[src/rtl/ode_io_pkg.sv]
// ode_io_pkg: phase encoding shared by the ODE I/O sequencer, its RAM mux and the bench.
package ode_io_pkg;
  localparam logic [2:0] PHASE_IDLE = 3'd0;
  localparam logic [2:0] PHASE_LOAD = 3'd1;
  localparam logic [2:0] PHASE_SOLVE = 3'd2;
  localparam logic [2:0] PHASE_SEND = 3'd3;
  localparam logic [2:0] PHASE_DONE = 3'd4;
  localparam logic [2:0] PHASE_ERR = 3'd5;
  typedef enum logic [2:0] {
    IDLE = PHASE_IDLE,
    LOAD = PHASE_LOAD,
    SOLVE = PHASE_SOLVE,
    SEND = PHASE_SEND,
    DONE = PHASE_DONE,
    ERR = PHASE_ERR
  } state_t;
endpackage

[src/rtl/ode_io_sequencer_if.sv]
// ode_io_sequencer_if: CPU handshake, done pulses and RAM port signals around the sequencer.
interface ode_io_sequencer_if #(
  parameter int ADDRESS_WIDTH = 13,
  parameter int DATA_WIDTH = 64,
  parameter int PKT_W = 8
);
  logic INT, Load_Process, Abort;
  logic Done_Loading, Packet_Done, Solver_Done, Done_Sending;
  logic Dec_WR_En, Slv_WR_En;
  logic [ADDRESS_WIDTH-1:0] Dec_Addr_WR, Slv_Addr_WR;
  logic [DATA_WIDTH-1:0] Dec_Data_WR, Slv_Data_WR;
  logic [ADDRESS_WIDTH-1:0] Slv_Addr_RD_A, Slv_Addr_RD_B, Snd_Addr_RD_A, Snd_Addr_RD_B;
  logic RAM_WR_Enable;
  logic [ADDRESS_WIDTH-1:0] RAM_Address_WR, RAM_Address_RD_A, RAM_Address_RD_B;
  logic [DATA_WIDTH-1:0] RAM_Data_WR;
  logic Loading_Enable, Solver_Start, Sending_Enable, Done_Processing, Error;
  logic [2:0] Phase;
  logic [PKT_W-1:0] Packet_Count;
  modport slave (
    input INT, Load_Process, Abort, Done_Loading, Packet_Done, Solver_Done, Done_Sending,
    input Dec_WR_En, Dec_Addr_WR, Dec_Data_WR, Slv_WR_En, Slv_Addr_WR, Slv_Data_WR,
    input Slv_Addr_RD_A, Slv_Addr_RD_B, Snd_Addr_RD_A, Snd_Addr_RD_B,
    output RAM_WR_Enable, RAM_Address_WR, RAM_Data_WR, RAM_Address_RD_A, RAM_Address_RD_B,
    output Loading_Enable, Solver_Start, Sending_Enable, Done_Processing, Phase, Packet_Count, Error
  );
  modport master (
    output INT, Load_Process, Abort, Done_Loading, Packet_Done, Solver_Done, Done_Sending,
    output Dec_WR_En, Dec_Addr_WR, Dec_Data_WR, Slv_WR_En, Slv_Addr_WR, Slv_Data_WR,
    output Slv_Addr_RD_A, Slv_Addr_RD_B, Snd_Addr_RD_A, Snd_Addr_RD_B,
    input RAM_WR_Enable, RAM_Address_WR, RAM_Data_WR, RAM_Address_RD_A, RAM_Address_RD_B,
    input Loading_Enable, Solver_Start, Sending_Enable, Done_Processing, Phase, Packet_Count, Error
  );
endinterface

[src/rtl/ode_io_ram_mux.sv]
// ode_io_ram_mux: hands the RAM ports to decoder, solver or sender according to the registered phase.
module ode_io_ram_mux import ode_io_pkg::*; #(
  parameter int ADDRESS_WIDTH = 13,
  parameter int DATA_WIDTH = 64
) (
  input  state_t state,
  input  logic dec_we,
  input  logic [ADDRESS_WIDTH-1:0] dec_addr,
  input  logic [DATA_WIDTH-1:0] dec_data,
  input  logic slv_we,
  input  logic [ADDRESS_WIDTH-1:0] slv_addr,
  input  logic [DATA_WIDTH-1:0] slv_data,
  input  logic [ADDRESS_WIDTH-1:0] slv_rd_a, slv_rd_b, snd_rd_a, snd_rd_b,
  output logic ram_we,
  output logic [ADDRESS_WIDTH-1:0] ram_addr,
  output logic [DATA_WIDTH-1:0] ram_data,
  output logic [ADDRESS_WIDTH-1:0] ram_rd_a, ram_rd_b
);
  always_comb begin
    ram_we = state == LOAD ? dec_we : state == SOLVE ? slv_we : 1'b0;
    ram_addr = state == LOAD ? dec_addr : state == SOLVE ? slv_addr : '0;
    ram_data = state == LOAD ? dec_data : state == SOLVE ? slv_data : '0;
    ram_rd_a = state == SOLVE ? slv_rd_a : state == SEND ? snd_rd_a : '0;
    ram_rd_b = state == SOLVE ? slv_rd_b : state == SEND ? snd_rd_b : '0;
  end
endmodule

[src/rtl/ode_io_sequencer.sv]
// ode_io_sequencer: LOAD/SOLVE/SEND phase controller; ODE_IO_WATCHDOG_EN adds a stall watchdog into ERR.
module ode_io_sequencer import ode_io_pkg::*; #(
  parameter int ADDRESS_WIDTH = 13,
  parameter int DATA_WIDTH = 64,
  parameter int PKT_W = 8,
  parameter int WDOG_W = 16
) (
  input logic CLK,
  input logic RST,
  ode_io_sequencer_if.slave bus
);
  state_t state, nxt;
  logic [PKT_W-1:0] cnt;
  logic err, start, active, expired;
  assign active = state inside {LOAD, SOLVE, SEND};
`ifdef ODE_IO_WATCHDOG_EN
  logic [WDOG_W-1:0] wd;
  assign expired = active & (&wd);
  always_ff @(posedge CLK or negedge RST)
    if (!RST) wd <= '0;
    else wd <= (nxt != state || !active) ? '0 : wd + 1'b1;
`else
  logic unused_wdog;
  assign unused_wdog = WDOG_W != 0;
  assign expired = 1'b0;
`endif
  always_comb begin
    nxt = state;
    case (state)
      IDLE: nxt = (bus.INT & bus.Load_Process) ? LOAD : IDLE;
      LOAD: nxt = bus.Done_Loading ? SOLVE : LOAD;
      SOLVE: nxt = bus.Solver_Done ? SEND : SOLVE;
      SEND: nxt = bus.Done_Sending ? DONE : SEND;
      DONE: nxt = bus.INT ? (bus.Load_Process ? LOAD : IDLE) : DONE;
      ERR: nxt = ERR;
      default: nxt = IDLE;
    endcase
    if (expired) nxt = ERR;
    if (bus.Abort) nxt = IDLE;
  end
  // Packet_Done alongside Done_Loading still counts: nxt is SOLVE then, so no clear.
  always_ff @(posedge CLK or negedge RST)
    if (!RST) begin
      state <= IDLE;
      cnt <= '0;
      err <= 1'b0;
      start <= 1'b0;
    end else begin
      state <= nxt;
      start <= (nxt == SOLVE) && (state != SOLVE);
      if ((nxt != state) && (nxt == LOAD || nxt == IDLE)) cnt <= '0;
      else if (state == LOAD && bus.Packet_Done && !(&cnt)) cnt <= cnt + 1'b1;
      if (state == IDLE && nxt == LOAD) err <= 1'b0;
      else if (!bus.Abort && (expired || (state == LOAD && (bus.Solver_Done || (bus.Packet_Done && (&cnt))))))
        err <= 1'b1;
    end
  assign bus.Phase = state;
  assign bus.Packet_Count = cnt;
  assign bus.Error = err;
  assign bus.Solver_Start = start;
  assign bus.Loading_Enable = state == LOAD;
  assign bus.Sending_Enable = state == SEND;
  assign bus.Done_Processing = state == DONE;
  ode_io_ram_mux #(.ADDRESS_WIDTH(ADDRESS_WIDTH), .DATA_WIDTH(DATA_WIDTH)) u_mux (
    .state(state),
    .dec_we(bus.Dec_WR_En), .dec_addr(bus.Dec_Addr_WR), .dec_data(bus.Dec_Data_WR),
    .slv_we(bus.Slv_WR_En), .slv_addr(bus.Slv_Addr_WR), .slv_data(bus.Slv_Data_WR),
    .slv_rd_a(bus.Slv_Addr_RD_A), .slv_rd_b(bus.Slv_Addr_RD_B),
    .snd_rd_a(bus.Snd_Addr_RD_A), .snd_rd_b(bus.Snd_Addr_RD_B),
    .ram_we(bus.RAM_WR_Enable), .ram_addr(bus.RAM_Address_WR), .ram_data(bus.RAM_Data_WR),
    .ram_rd_a(bus.RAM_Address_RD_A), .ram_rd_b(bus.RAM_Address_RD_B)
  );
endmodule

[src/flat_wrapper.sv]
// flat-port wrapper written by rule: the top's interface ports become plain ports
module ode_io_sequencer_flat import ode_io_pkg::*;
#(
  parameter int ADDRESS_WIDTH = 13,
  parameter int DATA_WIDTH = 64,
  parameter int PKT_W = 8,
  parameter int WDOG_W = 16
)
  (CLK, RST, bus_INT, bus_Load_Process, bus_Abort, bus_Done_Loading, bus_Packet_Done, bus_Solver_Done, bus_Done_Sending, bus_Dec_WR_En, bus_Dec_Addr_WR, bus_Dec_Data_WR, bus_Slv_WR_En, bus_Slv_Addr_WR, bus_Slv_Data_WR, bus_Slv_Addr_RD_A, bus_Slv_Addr_RD_B, bus_Snd_Addr_RD_A, bus_Snd_Addr_RD_B, bus_RAM_WR_Enable, bus_RAM_Address_WR, bus_RAM_Data_WR, bus_RAM_Address_RD_A, bus_RAM_Address_RD_B, bus_Loading_Enable, bus_Solver_Start, bus_Sending_Enable, bus_Done_Processing, bus_Phase, bus_Packet_Count, bus_Error);
  ode_io_sequencer_if #(.ADDRESS_WIDTH(ADDRESS_WIDTH), .DATA_WIDTH(DATA_WIDTH), .PKT_W(PKT_W)) bus_i ();
  input logic CLK;
  input logic RST;
  input wire logic [$bits(bus_i.INT)-1:0] bus_INT;
  input wire logic [$bits(bus_i.Load_Process)-1:0] bus_Load_Process;
  input wire logic [$bits(bus_i.Abort)-1:0] bus_Abort;
  input wire logic [$bits(bus_i.Done_Loading)-1:0] bus_Done_Loading;
  input wire logic [$bits(bus_i.Packet_Done)-1:0] bus_Packet_Done;
  input wire logic [$bits(bus_i.Solver_Done)-1:0] bus_Solver_Done;
  input wire logic [$bits(bus_i.Done_Sending)-1:0] bus_Done_Sending;
  input wire logic [$bits(bus_i.Dec_WR_En)-1:0] bus_Dec_WR_En;
  input wire logic [$bits(bus_i.Dec_Addr_WR)-1:0] bus_Dec_Addr_WR;
  input wire logic [$bits(bus_i.Dec_Data_WR)-1:0] bus_Dec_Data_WR;
  input wire logic [$bits(bus_i.Slv_WR_En)-1:0] bus_Slv_WR_En;
  input wire logic [$bits(bus_i.Slv_Addr_WR)-1:0] bus_Slv_Addr_WR;
  input wire logic [$bits(bus_i.Slv_Data_WR)-1:0] bus_Slv_Data_WR;
  input wire logic [$bits(bus_i.Slv_Addr_RD_A)-1:0] bus_Slv_Addr_RD_A;
  input wire logic [$bits(bus_i.Slv_Addr_RD_B)-1:0] bus_Slv_Addr_RD_B;
  input wire logic [$bits(bus_i.Snd_Addr_RD_A)-1:0] bus_Snd_Addr_RD_A;
  input wire logic [$bits(bus_i.Snd_Addr_RD_B)-1:0] bus_Snd_Addr_RD_B;
  output wire logic [$bits(bus_i.RAM_WR_Enable)-1:0] bus_RAM_WR_Enable;
  output wire logic [$bits(bus_i.RAM_Address_WR)-1:0] bus_RAM_Address_WR;
  output wire logic [$bits(bus_i.RAM_Data_WR)-1:0] bus_RAM_Data_WR;
  output wire logic [$bits(bus_i.RAM_Address_RD_A)-1:0] bus_RAM_Address_RD_A;
  output wire logic [$bits(bus_i.RAM_Address_RD_B)-1:0] bus_RAM_Address_RD_B;
  output wire logic [$bits(bus_i.Loading_Enable)-1:0] bus_Loading_Enable;
  output wire logic [$bits(bus_i.Solver_Start)-1:0] bus_Solver_Start;
  output wire logic [$bits(bus_i.Sending_Enable)-1:0] bus_Sending_Enable;
  output wire logic [$bits(bus_i.Done_Processing)-1:0] bus_Done_Processing;
  output wire logic [$bits(bus_i.Phase)-1:0] bus_Phase;
  output wire logic [$bits(bus_i.Packet_Count)-1:0] bus_Packet_Count;
  output wire logic [$bits(bus_i.Error)-1:0] bus_Error;
  assign bus_i.INT = bus_INT;
  assign bus_i.Load_Process = bus_Load_Process;
  assign bus_i.Abort = bus_Abort;
  assign bus_i.Done_Loading = bus_Done_Loading;
  assign bus_i.Packet_Done = bus_Packet_Done;
  assign bus_i.Solver_Done = bus_Solver_Done;
  assign bus_i.Done_Sending = bus_Done_Sending;
  assign bus_i.Dec_WR_En = bus_Dec_WR_En;
  assign bus_i.Dec_Addr_WR = bus_Dec_Addr_WR;
  assign bus_i.Dec_Data_WR = bus_Dec_Data_WR;
  assign bus_i.Slv_WR_En = bus_Slv_WR_En;
  assign bus_i.Slv_Addr_WR = bus_Slv_Addr_WR;
  assign bus_i.Slv_Data_WR = bus_Slv_Data_WR;
  assign bus_i.Slv_Addr_RD_A = bus_Slv_Addr_RD_A;
  assign bus_i.Slv_Addr_RD_B = bus_Slv_Addr_RD_B;
  assign bus_i.Snd_Addr_RD_A = bus_Snd_Addr_RD_A;
  assign bus_i.Snd_Addr_RD_B = bus_Snd_Addr_RD_B;
  assign bus_RAM_WR_Enable = bus_i.RAM_WR_Enable;
  assign bus_RAM_Address_WR = bus_i.RAM_Address_WR;
  assign bus_RAM_Data_WR = bus_i.RAM_Data_WR;
  assign bus_RAM_Address_RD_A = bus_i.RAM_Address_RD_A;
  assign bus_RAM_Address_RD_B = bus_i.RAM_Address_RD_B;
  assign bus_Loading_Enable = bus_i.Loading_Enable;
  assign bus_Solver_Start = bus_i.Solver_Start;
  assign bus_Sending_Enable = bus_i.Sending_Enable;
  assign bus_Done_Processing = bus_i.Done_Processing;
  assign bus_Phase = bus_i.Phase;
  assign bus_Packet_Count = bus_i.Packet_Count;
  assign bus_Error = bus_i.Error;
  ode_io_sequencer #(.ADDRESS_WIDTH(ADDRESS_WIDTH), .DATA_WIDTH(DATA_WIDTH), .PKT_W(PKT_W), .WDOG_W(WDOG_W)) u_core (.CLK(CLK), .RST(RST), .bus(bus_i));
endmodule
[config.mk]
export PLATFORM = sky130hd
export DESIGN_NAME = ode_io_sequencer_flat
export DESIGN_NICKNAME = d
export VERILOG_FILES = /design/src/rtl/ode_io_pkg.sv /design/src/rtl/ode_io_sequencer_if.sv /design/src/rtl/ode_io_ram_mux.sv /design/src/rtl/ode_io_sequencer.sv /design/src/flat_wrapper.sv
export SDC_FILE = /design/constraint.sdc
export NUM_CORES = 1
export LEC_CHECK = 0
export ABC_AREA = 1
export ABC_CLOCK_PERIOD_IN_PS = 3100
export CORE_AREA = 3 3 129 131
export CTS_CLUSTER_SIZE = 14
export DETAILED_ROUTE_END_ITERATION = 7
export DIE_AREA = 0 0 132 134
export GPL_ROUTABILITY_DRIVEN = 0
export PLACE_DENSITY_LB_ADDON = 0.05
export SLEW_MARGIN = 20
export SYNTH_ARGS = -nofsm -noshare
export SYNTH_HDL_FRONTEND = slang
export SYNTH_HIERARCHICAL = 1
export SYNTH_SLANG_ARGS = --single-unit
[constraint.sdc]
create_clock -name CLK -period 3.1 [get_ports CLK]
set_input_delay 0.775 -clock CLK [delete_from_list [all_inputs] [get_ports CLK]]
set_output_delay 0.775 -clock CLK [all_outputs]
set_load 0.005 [all_outputs]
==> impl_metrics.tcl <==
set metrics [dict create \
    drt_iter0_drc 288 \
    die_height_um 134 \
    syn_area_um2 3000 \
    io_buffer_count 336 \
    first_global_vias 4633 \
    h-tree-depth 1 \
    yosys_register_bits 13 \
    synthXorXnorAreaFrac_pct 1.75 \
    seq_area_frac_synth_pct 10.8 \
    grt_pass1_wl_um 26500 \
    syn2layout_area_growth_pct 116 \
    chipWidth_um 132 \
    worstPathArrival_ns 2.14 \
    synthArstFlopShare_pct 100 \
    cp_num_buf_inv 3 \
    synth_fa_ha_area_share_pct 0.417 \
    start_kind "register" \
    syn_inst 485 \
    cts_buffers 3 \
    relSlewSlack_pct 61.6 \
    wirelength_um 17600 \
    path_cells "inv_6 -> buf_12 -> nand4_1 -> nand2_1 -> clkdlybuf4s50_1" \
    endpoint_kind "primary output" \
    synth_flop_cell "dfrtp_1" \
    syn-num-nets 703 \
    die_area_um2 17700 \
    num_rows 46 \
    drt_pre_antenna_iters 5 \
    cap_viol_max_count 0 \
    fillers 1636 \
    placed_area_um2 6400 \
    hold_viol_final 0 \
    hold_buffers 0 \
    initial_core_util_pct 19.1 \
    vias 4923 \
    yosys_warnings 6 \
    worstHoldPathType "reg -> reg" \
    clk-insertion-delay-late_ns 0.24 \
    grtUsageTotal_pct 17.9 \
    grt_max_degree 72 \
    avgSynthCellArea_um2 6.19 \
    slowest_stage "clkdlybuf4s50_1" \
    period_share_pct 93.9 \
    num_io_pins 337 \
    ctsLongestPathBuffers 2 \
    nets 996 \
    setup_violations 0 \
    cts_num_sinks 13 \
    final_cell_mix "clkdlybuf4s50_1 (336), nand4_1 (211), nand2_1 (122), buf_4 (14), inv_1 (13)" \
    postCtsSetupRepairBufs 0 \
    status "complete, no violations" \
    worst_slew_pin_slew_ns 0.574 \
    ys_types 30 \
    mostFrequentLayoutCell "clkdlybuf4s50_1" \
    cts.clk_slew.worst_paths_ns 0.05 \
    drv_slew 0 \
    cts_root_buf "clkbuf_16" \
    synthSimpleGateAreaFrac_pct 65.5 \
    critical_path_class "reg -> out" \
    synth_compound_area_share_pct 2.25 \
    final_cell_area_um2 6480 \
    fmax_ghz 0.343 \
    antenna_left 0 \
    synth-edff-count 0 \
    fin_util_pct 41.2 \
    core_area_um2 15700 \
    synth_top_family_by_area "simple AND/OR/NAND/NOR gates" \
    drc 0 \
    avgViaCountPerCell 4.96 \
    grt_setup_unrepaired "false" \
    diodes 0 \
    dpl_worst_slack_ns 0.289 \
    overflow 0 \
    muxShareOfSynthArea_pct 0 \
    crit_fanout 60 \
    dp_hpwl_um 13400 \
    wl_per_cell_um 17.7 \
    slowest_delay_ns 0.51 \
    power_leakage_nw 2.71 \
    drive_gt1_share_pct 5.79 \
    crit_family "buffers and inverters" \
    irDropWorstVdd_uv 458 \
    total_power_mw 1.20 \
    post_cts_resized 0 \
    finalWorstSetupSlack_ns 0.188 \
    fin_crit_ns 2.91 \
    power.density_nw_per_um2 186 \
    cts_tree "done" \
    fin_worst_skew_ns 0.00287 \
    cp.required_ns 2.32 \
    final.setup.tns_ns 0 \
    antenna_found_initial 0 \
]
## kinds of logic (layout without fill, tap and decap cells)
logic type	count (synthesis)	in the layout
AND/OR/NAND/NOR	364	364
buffers and inverters	89	381
flip-flops	13	13
AO/OA/AOI/OAI	12	12
XOR/XNOR	6	6
adder cells (fa/ha/maj)	1	1
## state kept, by name, indices dropped and copies added (netlist names)
| signal | count |
|---|---|
| u_core/bus.Phase | 3 |
| u_core/bus.Packet_Count | 8 |
| u_core/bus.Error | 1 |
| u_core/bus.Solver_Start | 1 |
## tightest hold or removal path, cell delays in order (launching register included)
cell	delay [ns]
dfrtp_1	0.34
o21ai_1	0.07
inv_1	0.05
## cell usage after synthesis (2+ instances only)
cell      number  area share (%)
nor2_4         2            0.75
a21oi_1        8             1.3
nand2_2        3            0.63
inv_2          2            0.25
buf_6         14             5.3
nand3_1       11             1.8
inv_4          3            0.63
buf_8          2             1.0
inv_1         13             1.6
xor2_1         5             1.5
nor2_2         3            0.63
clkbuf_1       7            0.88
nand2_1      122              15
nor2_1         8             1.0
nand4_1      211              44
dfrtp_1       13              11
buf_2         27             4.5
buf_4         19             4.8
## per-stage QoR
stage / instances / hold slack, ns
detailed placement: 989 / 0.473
global placement: 989 / 0.469
finish: 993 / 0.491
global route: 993 / 0.535
CTS: 993 / 0.490
floorplan: 485 / 0.475
## cell type report
class	count	area (µm²)	area share, %
clock buffers	4	78.8	1.22
inverters	20	87.6	1.35
multi-input cells	383	2100	32.4
flip-flops and latches	13	333	5.14
well taps	216	270	4.17
repair buffers	357	3610	55.7
## worst paths after layout
path | from | endpoint | slack, ns | cells after the start
max | u_core/bus.Phase[2] | bus_RAM_Address_RD_A[9] | 0.19 | 5
min | u_core/bus.Error | u_core/bus.Error | 0.49 | 2
max reg2reg | u_core/bus.Phase[0] | u_core/bus.Packet_Count[4] | 1.20 | 9
min reg2reg | u_core/bus.Error | u_core/bus.Error | 0.49 | 2
max in group asynchronous | RST | u_core/bus.Phase[0] | 1.76 | 1
min in group asynchronous | RST | u_core/bus.Packet_Count[1] | 0.91 | 1
## where the power goes
| part | switching (mW) | total [mW] | internal [mW] |
|---|---|---|---|
| registers | 0.0134 | 0.194 | 0.181 |
| clock network | 0.0673 | 0.240 | 0.173 |
| logic | 0.292 | 0.770 | 0.478 |
## per-layer routing
layer	vias to the layer above	global-route usage, %	wire length [µm]
li1	2418	-	-
met1	2284	21.8	6920
met2	211	33.8	9250
met3	10	3.64	1250
met4	0	1.63	157
met5	-	0	0
Power figures use the tool's default switching activity.
